## config.mk

```make
export PLATFORM = sky130hd
export DESIGN_NAME = htif_mailbox
export DESIGN_NICKNAME = d
export VERILOG_FILES = /design/src/rtl/htif_mailbox_pkg.sv /design/src/rtl/htif_mailbox_fifo.sv /design/src/rtl/htif_mailbox.sv
export SDC_FILE = /design/constraint.sdc
export NUM_CORES = 1
export LEC_CHECK = 0
export CORE_MARGIN = 2
export CORE_UTILIZATION = 35
export DETAILED_ROUTE_END_ITERATION = 8
export GPL_ROUTABILITY_DRIVEN = 0
export PLACE_DENSITY_LB_ADDON = 0.08
export SYNTH_ARGS = -nofsm -noshare
export SYNTH_HDL_FRONTEND = slang
export SYNTH_SLANG_ARGS = --single-unit
```

## constraint.sdc

```tcl
create_clock -name clk -period 4.5 [get_ports clk]
set_input_delay 0.45 -clock clk [delete_from_list [all_inputs] [get_ports clk]]
set_output_delay 0.45 -clock clk [all_outputs]
set_load 0.005 [all_outputs]
```

## src/rtl/htif_mailbox_pkg.sv

```systemverilog
// Shared types for the HTIF mailbox: fromhost FSM
// state encodings and the default tohost depth.
package htif_mailbox_pkg;

  localparam int TOHOST_DEPTH_DEF = 4;

  typedef enum logic [1:0] {
    FH_IDLE       = 2'd0,
    FH_WRITE      = 2'd1,
    FH_WAIT_CLEAR = 2'd2
  } fh_state_t;

endpackage

```

## src/rtl/htif_mailbox_fifo.sv

```systemverilog
// mbox_fifo: sync first-word-fall-through FIFO.
// Ports: push/wdata in, pop in, rdata/full/empty out.
module mbox_fifo #(
  parameter int DEPTH = 4,
  parameter int PTR_W = 2,
  parameter int W     = 32
) (
  input  logic         clk,
  input  logic         reset,
  input  logic         push,
  input  logic [W-1:0] wdata,
  input  logic         pop,
  output logic [W-1:0] rdata,
  output logic         full,
  output logic         empty
);

  localparam logic [PTR_W:0] FULL_CNT =
    (PTR_W+1)'(DEPTH);

  logic [W-1:0]     mem [DEPTH];
  logic [PTR_W-1:0] rd_ptr;
  logic [PTR_W-1:0] wr_ptr;
  logic [PTR_W:0]   count;

  assign full  = (count == FULL_CNT);
  assign empty = (count == '0);
  assign rdata = mem[rd_ptr];

  always_ff @(posedge clk) begin
    if (push)
      mem[wr_ptr] <= wdata;
  end

  always_ff @(posedge clk) begin
    if (reset) begin
      rd_ptr <= '0;
      wr_ptr <= '0;
      count  <= '0;
    end else begin
      if (push)
        wr_ptr <= wr_ptr + 1'b1;
      if (pop)
        rd_ptr <= rd_ptr + 1'b1;
      unique case ({push, pop})
        2'b10:   count <= count + 1'b1;
        2'b01:   count <= count - 1'b1;
        default: count <= count;
      endcase
    end
  end

endmodule

```

## src/rtl/htif_mailbox.sv

```systemverilog
// HTIF mailbox: tohost FIFO toward the host, and a
// fromhost FSM writing host words into PCR_FROMHOST.
// Ports: core tohost write + stall, host tohost and
// fromhost valid/ready channels, FROMHOST PCR write
// strobe/data, FROMHOST readback and irq.
module htif_mailbox
  import htif_mailbox_pkg::*;
#(
  parameter int TOHOST_DEPTH = TOHOST_DEPTH_DEF
) (
  input  logic        clk,
  input  logic        reset,
  input  logic        core_stall,
  input  logic        tohost_we,
  input  logic [31:0] tohost_wdata,
  output logic        tohost_full_stall,
  output logic        host_tohost_valid,
  output logic [31:0] host_tohost_data,
  input  logic        host_tohost_ready,
  input  logic        host_fromhost_valid,
  input  logic [31:0] host_fromhost_data,
  output logic        host_fromhost_ready,
  output logic        fromhost_we,
  output logic [31:0] fromhost_wdata,
  input  logic [31:0] fromhost_value,
  output logic        fromhost_irq
);

  localparam int PTR_W = $clog2(TOHOST_DEPTH);

  logic th_full;
  logic th_empty;
  logic th_push;
  logic th_pop;

  // Fullness comes from registered state, so a
  // same-cycle pop never frees a slot for a push.
  assign th_push = tohost_we && !core_stall
                && !th_full;
  assign th_pop  = !th_empty && host_tohost_ready;

  assign tohost_full_stall = tohost_we && th_full;
  assign host_tohost_valid = !th_empty;

  mbox_fifo #(
    .DEPTH (TOHOST_DEPTH),
    .PTR_W (PTR_W),
    .W     (32)
  ) u_fifo (
    .clk   (clk),
    .reset (reset),
    .push  (th_push),
    .wdata (tohost_wdata),
    .pop   (th_pop),
    .rdata (host_tohost_data),
    .full  (th_full),
    .empty (th_empty)
  );

  fh_state_t state;
  fh_state_t state_n;
  logic      fh_accept;

  assign fh_accept = host_fromhost_ready
                  && host_fromhost_valid;

  always_ff @(posedge clk) begin
    if (reset)
      state <= FH_IDLE;
    else
      state <= state_n;
  end

  always_comb begin
    state_n = state;
    unique case (state)
      FH_IDLE:
        if (host_fromhost_valid)
          state_n = FH_WRITE;
      FH_WRITE:
        if (!core_stall)
          state_n = FH_WAIT_CLEAR;
      FH_WAIT_CLEAR:
        if (fromhost_value == '0)
          state_n = FH_IDLE;
      default:
        state_n = FH_IDLE;
    endcase
  end

  // Ready is masked by reset so the host never sees
  // an accept while the mailbox is being cleared.
  always_comb begin
    host_fromhost_ready = 1'b0;
    fromhost_we         = 1'b0;
    fromhost_irq        = 1'b0;
    unique case (state)
      FH_IDLE:       host_fromhost_ready = !reset;
      FH_WRITE:      fromhost_we         = 1'b1;
      FH_WAIT_CLEAR: fromhost_irq        = 1'b1;
      default:       ;
    endcase
  end

  always_ff @(posedge clk) begin
    if (reset)
      fromhost_wdata <= '0;
    else if (fh_accept)
      fromhost_wdata <= host_fromhost_data;
  end

endmodule

```

==> results of run 1 <==
==> power breakdown <==
part           total (mW)  internal (mW)  switching, mW
Combinational       0.812          0.543          0.269
Sequential           1.88           1.79         0.0963
Clock                1.52          0.929          0.596
==> worst register-to-register path: stages (launching register included) <==
cell     delay [ps]
dfxtp_1         390
nor2_1           90
a21oi_2         300
and2_2          820
==> worst min path at each step <==
stage                                    startpoint                              end  slack, ps  cells past startpoint
floorplan           fromhost_wdata[17]$_SDFFE_PP0P_  fromhost_wdata[17]$_SDFFE_PP0P_        460                      2
global placement    fromhost_wdata[17]$_SDFFE_PP0P_  fromhost_wdata[17]$_SDFFE_PP0P_        460                      2
detailed placement  fromhost_wdata[17]$_SDFFE_PP0P_  fromhost_wdata[17]$_SDFFE_PP0P_        460                      2
CTS                 fromhost_wdata[25]$_SDFFE_PP0P_  fromhost_wdata[25]$_SDFFE_PP0P_        480                      2
global route         fromhost_wdata[4]$_SDFFE_PP0P_   fromhost_wdata[4]$_SDFFE_PP0P_        490                      2
finish              fromhost_wdata[17]$_SDFFE_PP0P_  fromhost_wdata[17]$_SDFFE_PP0P_        470                      2
==> cell families after synthesis <==
kind of cell               count (synthesis)  synth area share [%]
AOI/OAI and AO/OA                         39                  4.46
adders and majority gates                  6                  1.26
and+or+nand+nor                           98                  7.81
DFF                                      171                  71.6
xor gates and xnor gates                   5                 0.667
muxes                                     34                  11.3
buffers and inverters                     24                  2.93
==> registers in the layout (all words and copies together) (netlist names), named ones only <==
| register | count |
|---|---|
| u_fifo.rd_ptr | 2 |
| state | 2 |
| u_fifo.count | 3 |
| u_fifo.mem | 128 |
| fromhost_wdata | 32 |
| u_fifo.wr_ptr | 2 |
==> metal layers <==
layer	share of wire, %	vias to the layer above
li1	-	1773
met1	44	1785
met2	46	122
met3	9.0	13
met4	1.4	0
met5	0	-
==> stage by stage <==
step	instance area, µm²	std cells	setup slack [ps]	utilization (%)	power (mW)
after floorplan	6570	377	2450	-	2.33
after global placement	8420	765	1840	45.3	2.74
after detailed placement	8420	765	1790	45.3	2.75
after CTS	9040	797	1330	48.7	4.29
after global routing	9040	797	1210	48.7	4.43
final	9040	797	1440	48.7	4.22
==> area by class of cell <==
type                    count  area (µm²)  share of cell area (%)
clock inverters            15         198                    2.19
multi-input cells         182        1680                    18.6
flip-flops and latches    171        4710                    52.1
well taps                 234         293                    3.24
repair buffers            172        1720                    19.0
clock buffers              17         425                    4.71
inverters                   6        22.5                   0.249
==> cell usage in the layout (no fill, tap or decap), types with 2 or more instances in the layout <==
master and count:
clkdlybuf4s50_1 170, edfxtp_1 128, dfxtp_1 41, nand2b_1 34, nand2_1 33, mux4_2 32
o21ai_2 24, clkbuf_16 17, nor2_1 9, o21ai_0 9, nor4_1 8, inv_1 6
ha_1 5, and2_2 4, clkinvlp_4 4, bufinv_16 4, xor2_1 3, a21oi_1 3
nor2b_1 2, or3_1 2, xnor2_1 2, nand4_1 2, mux2i_1 2, dfxtp_2 2
clkinv_4 2, clkinv_1 2, inv_6 2, buf_4 2
==> results.cfg, run 1 <==
[power_and_ir_drop]
cellLeakagePower_nw = 2.96
irDropWorstVdd_uv = 263
powerDensity_mw_per_mm2 = 467

[setup_path]
reg2reg_from = u_fifo.count[0]$_SDFFE_PP0P_
crit_family = buffers and inverters
start_kind = flip-flop
slowest_stage = dfxtp_2
cp_data_required_time_ps = 4050
arrival_ps = 2610
critPathMaxFanout = 17
cpPeakStageDelay_ps = 750
crit_path_end_kind = output pin
r2r-end = u_fifo.mem[0][22]$_DFFE_PP_
cp_num_cells = 3
cp-endpoint = host_tohost_data[23]
path_buf_inv = 2
critical_path_class = flip-flop to output pin
r2r_slack_ps = 2500
path_cells = buf_4 -> mux4_2 -> clkdlybuf4s50_1
worst-r2r-cell-count = 3

[die]
die_y_um = 141
dieArea_mm2 = 0.0199
io_pins = 171
std_cell_rows = 50
fp.coreArea_mm2 = 0.0186
start_util_pct = 35.4
die_w_um = 141

[timing]
skew_ps = 8.02
finalHoldViolCount = 0
fin_crit_sh_pct = 68.0
grt_setup_unrepaired = no
fin_tns_setup_ps = 0
setup_viol = 0
hold_ws_ps = 475
fmax_ghz = 0.327
slew_headroom_pct = 38.9
post-route-min-period_ps = 3060
report.final.slew_viol_count = 0
tightest_slew_ps = 916

[grt]
grt_max_degree = 65
grt_util_all_layers_pct = 13.8
antenna_found_initial = 0
busiest_layer = met2
grt-ovfl-total = 0
grt_first_pass_wirelength_um = 20800
use_met1_pct = 17.2
met3_usage_pct = 6.08
grt_use_met2_pct = 21.3
grt_pass1_vias = 3943

[clocking]
cts_tree = built
cts.root.buffer_cell = clkbuf_16
cts-resized-gates = 0
post_cts_buffers = 0
h-tree-depth = 4
ctsHoldBuffers = 0
clock_sinks = 171
clock_path_buffers = 2
clk_latency_ps = 410
cts_buffers = 17
path_clk_slew_ps = 60

[logic_synthesis]
avgSynthCellArea_um2 = 17.4
yosys.area.top_type = edfxtp_1
synth_edf_count = 128
syn_inst = 377
synth.distinct_cells = 32
synthesis.nets = 485
yosys_warnings = 0
ys_top_cells_by_area = edfxtp_1 59%, dfxtp_1 13%, mux4_2 11%, nand2b_1 3.2%, o21ai_2 3.2%
ys_ff_latch = 171
async_flop_share_pct = 0
synth_most_common_cell = edfxtp_1
synth-main-ff-cell = edfxtp_1
synth_top_area_share_pct = 58.5
syn_area_mm2 = 0.00657
synth_common_cells = 128 x edfxtp_1, 43 x dfxtp_1, 34 x nand2b_1, 33 x nand2_1, 32 x mux4_2
ys_seq_area_share_pct = 71.6

[drt]
drtIter0Drc = 202
drtPass1Iterations = 4
avgViaCountPerCell = 4.63
drc = 0
via_count = 3693
routed_wl_um = 13000
wl_per_cell_um = 16.3
final_antenna_net_count = 0

[job]
cap_violations = 0

[run_status]
status = completed

[layout]
nets = 658
diodes = 0
drive_gt1_share_pct = 17.2
n_fill_cell = 1615
syn_to_final_growth_pct = 37.6

[worst_hold_path]
holdCritPathClass = flip-flop to flip-flop

[place]
numPortBuffers = 170
post-dp-hpwl_um = 8530
No activity file was read; power rests on OpenSTA's default activity.
==> inputs of run 2 (changes only) <==
Clock period 4.5 ns to 3.05 ns, I/O delays scaled along.
==> run 2 against run 1 <==
Effect of this change:
- hold slack worse by 35 ps
- clock skew hardly changed
- core utilization rose by 0.28 points
- final cell count increased by 0.75%
- power increased by 45%
- first-iteration DRC count down 24%
- routed wire length grew 1.5%
- worst setup slack got worse by 950 ps
==> results.cfg, run 2 (synthesized netlist as in run 1, its figures left out) <==
[die]
io_pins = 171
std_cell_rows = 50
start_util_pct = 35.4
fp.coreArea_mm2 = 0.0186
die_w_um = 141
dieArea_mm2 = 0.0199
die_y_um = 141

[layout]
final_cell_mix = 170 x clkdlybuf4s50_1, 128 x edfxtp_1, 41 x dfxtp_1
largest_reg_flops = 128
finish.instance_area_mm2 = 0.00909
multi_input_area_mm2 = 0.00168
drive_gt1_share_pct = 18.1
nets = 663
register_area_mm2 = 0.00471
final_common_cell = clkdlybuf4s50_1
largest_register = u_fifo.mem
n_fill_cell = 1587
biggestRegsByFlops = u_fifo.mem: 128 flops, fromhost_wdata: 32 flops, u_fifo.count: 3 flops
syn_to_final_growth_pct = 38.4

[power_and_ir_drop]
internal-power_mw = 4.67
p_sw_mw = 1.44
cellLeakagePower_nw = 2.98
irDropWorstVdd_uv = 381
power_frac_seq_pct = 44.7
power.share.switching_pct = 23.5
clkPwrFrac_pct = 34.2
comb_power_share_pct = 21.2
powerDensity_mw_per_mm2 = 672

[clocking]
path_clk_slew_ps = 70
cts-resized-gates = 0
cts_buffers = 17
cts.root.buffer_cell = clkbuf_16
post_cts_buffers = 0
ctsHoldBuffers = 0
clk_latency_ps = 410
cts_tree = built
clock_path_buffers = 2
clock_sinks = 171
h-tree-depth = 4

[drt]
wl_per_cell_um = 16.5
drtIter0Drc = 153
drc = 0
drtPass1Iterations = 4
routed_wl_um = 13200
avgViaCountPerCell = 4.63
final_antenna_net_count = 0
via_count = 3717

[place]
post-dp-hpwl_um = 8740
numPortBuffers = 170
placed_cell_area_mm2 = 0.00852

[setup_path]
reg2reg_from = u_fifo.count[0]$_SDFFE_PP0P_
critical_path_class = flip-flop to output pin
path_buf_inv = 2
crit_path_end_kind = output pin
arrival_ps = 2250
slowest_stage = mux4_2
worst-r2r-cell-count = 9
r2r_slack_ps = 990
path_cells = buf_12 -> mux4_2 -> clkdlybuf4s50_1
crit_family = buffers and inverters
r2r-end = u_fifo.count[2]$_SDFFE_PP0P_
cpPeakStageDelay_ps = 550
start_kind = flip-flop
cp_data_required_time_ps = 2740
critPathMaxFanout = 25

[timing]
slew_headroom_pct = 49.3
fin_tns_setup_ps = 0
finalHoldViolCount = 0
fmax_ghz = 0.391
skew_ps = 8.29
post-route-min-period_ps = 2560
setup_viol = 0
tightest_slew_ps = 761
fin_crit_sh_pct = 83.9
report.final.slew_viol_count = 0
grt_setup_unrepaired = no

[grt]
met3_usage_pct = 6.76
grt_use_met2_pct = 22.1
grt_pass1_vias = 3999
antenna_found_initial = 0
use_met1_pct = 17.4
grt_max_degree = 65
grt_util_all_layers_pct = 14.1
grt-ovfl-total = 0
grt_first_pass_wirelength_um = 21300
busiest_layer = met2

[worst_hold_path]
min-delay-start = host_fromhost_data[0]
min_path_cells = 3
hold-path-endpoint = fromhost_wdata[0]$_SDFFE_PP0P_
holdCritPathClass = primary input to flip-flop

[run_status]
status = completed

[job]
cap_violations = 0
[run 2: layout make-up]
cell class / count / share of cell area [%]
diodes: 1 / 0.0275
clock buffers: 18 / 4.72
clock inverters: 14 / 1.57
inverters: 6 / 0.248
multi-input cells: 182 / 18.5
flip-flops and latches: 171 / 51.8
well taps: 234 / 3.22
repair buffers: 177 / 20.0
[run 2: worst max path at each step]
stage / to / slack [ps] / cells past startpoint
2_1_floorplan: u_fifo.mem[0][0]$_DFFE_PP_ / 1110 / 3
3_3_place_gp: u_fifo.count[2]$_SDFFE_PP0P_ / 720 / 10
3_5_place_dp: u_fifo.count[2]$_SDFFE_PP0P_ / 660 / 10
4_1_cts: host_tohost_data[15] / 400 / 3
5_1_grt: host_tohost_data[4] / 350 / 3
6_report: host_tohost_data[28] / 490 / 3
[run 2: worst min-delay path, cell delays in order]
cell             delay, ps
clkdlybuf4s50_1        390
nand2_1                 70
o21ai_2                 40
[run 2: power by group through the flow]
stage               registers (mW)  logic [mW]  clock network (mW)
finish                        2.73        1.29                2.09
global route                  2.75        1.41                2.24
CTS                           2.73        1.33                2.16
detailed placement            2.78        1.32                   0
global placement              2.78        1.32                   0
floorplan                     2.74       0.700                   0
[run 2: routing by layer]
layer  share of wire, %  vias to the layer above
li1                   -                     1790
met1                 43                     1797
met2                 47                      121
met3                9.0                        9
met4                1.0                        0
met5                  0                        -
[run 2: per-stage QoR]
step	instances	util [%]	worst slack, ps	total power, mW	hold WS (ps)
6_report	803	48.9	492	6.11	440
5_1_grt	802	48.9	354	6.40	430
4_1_cts	802	48.9	398	6.23	414
3_5_place_dp	770	45.8	657	4.11	463
3_3_place_gp	770	45.8	716	4.10	456
2_1_floorplan	377	-	1110	3.44	404
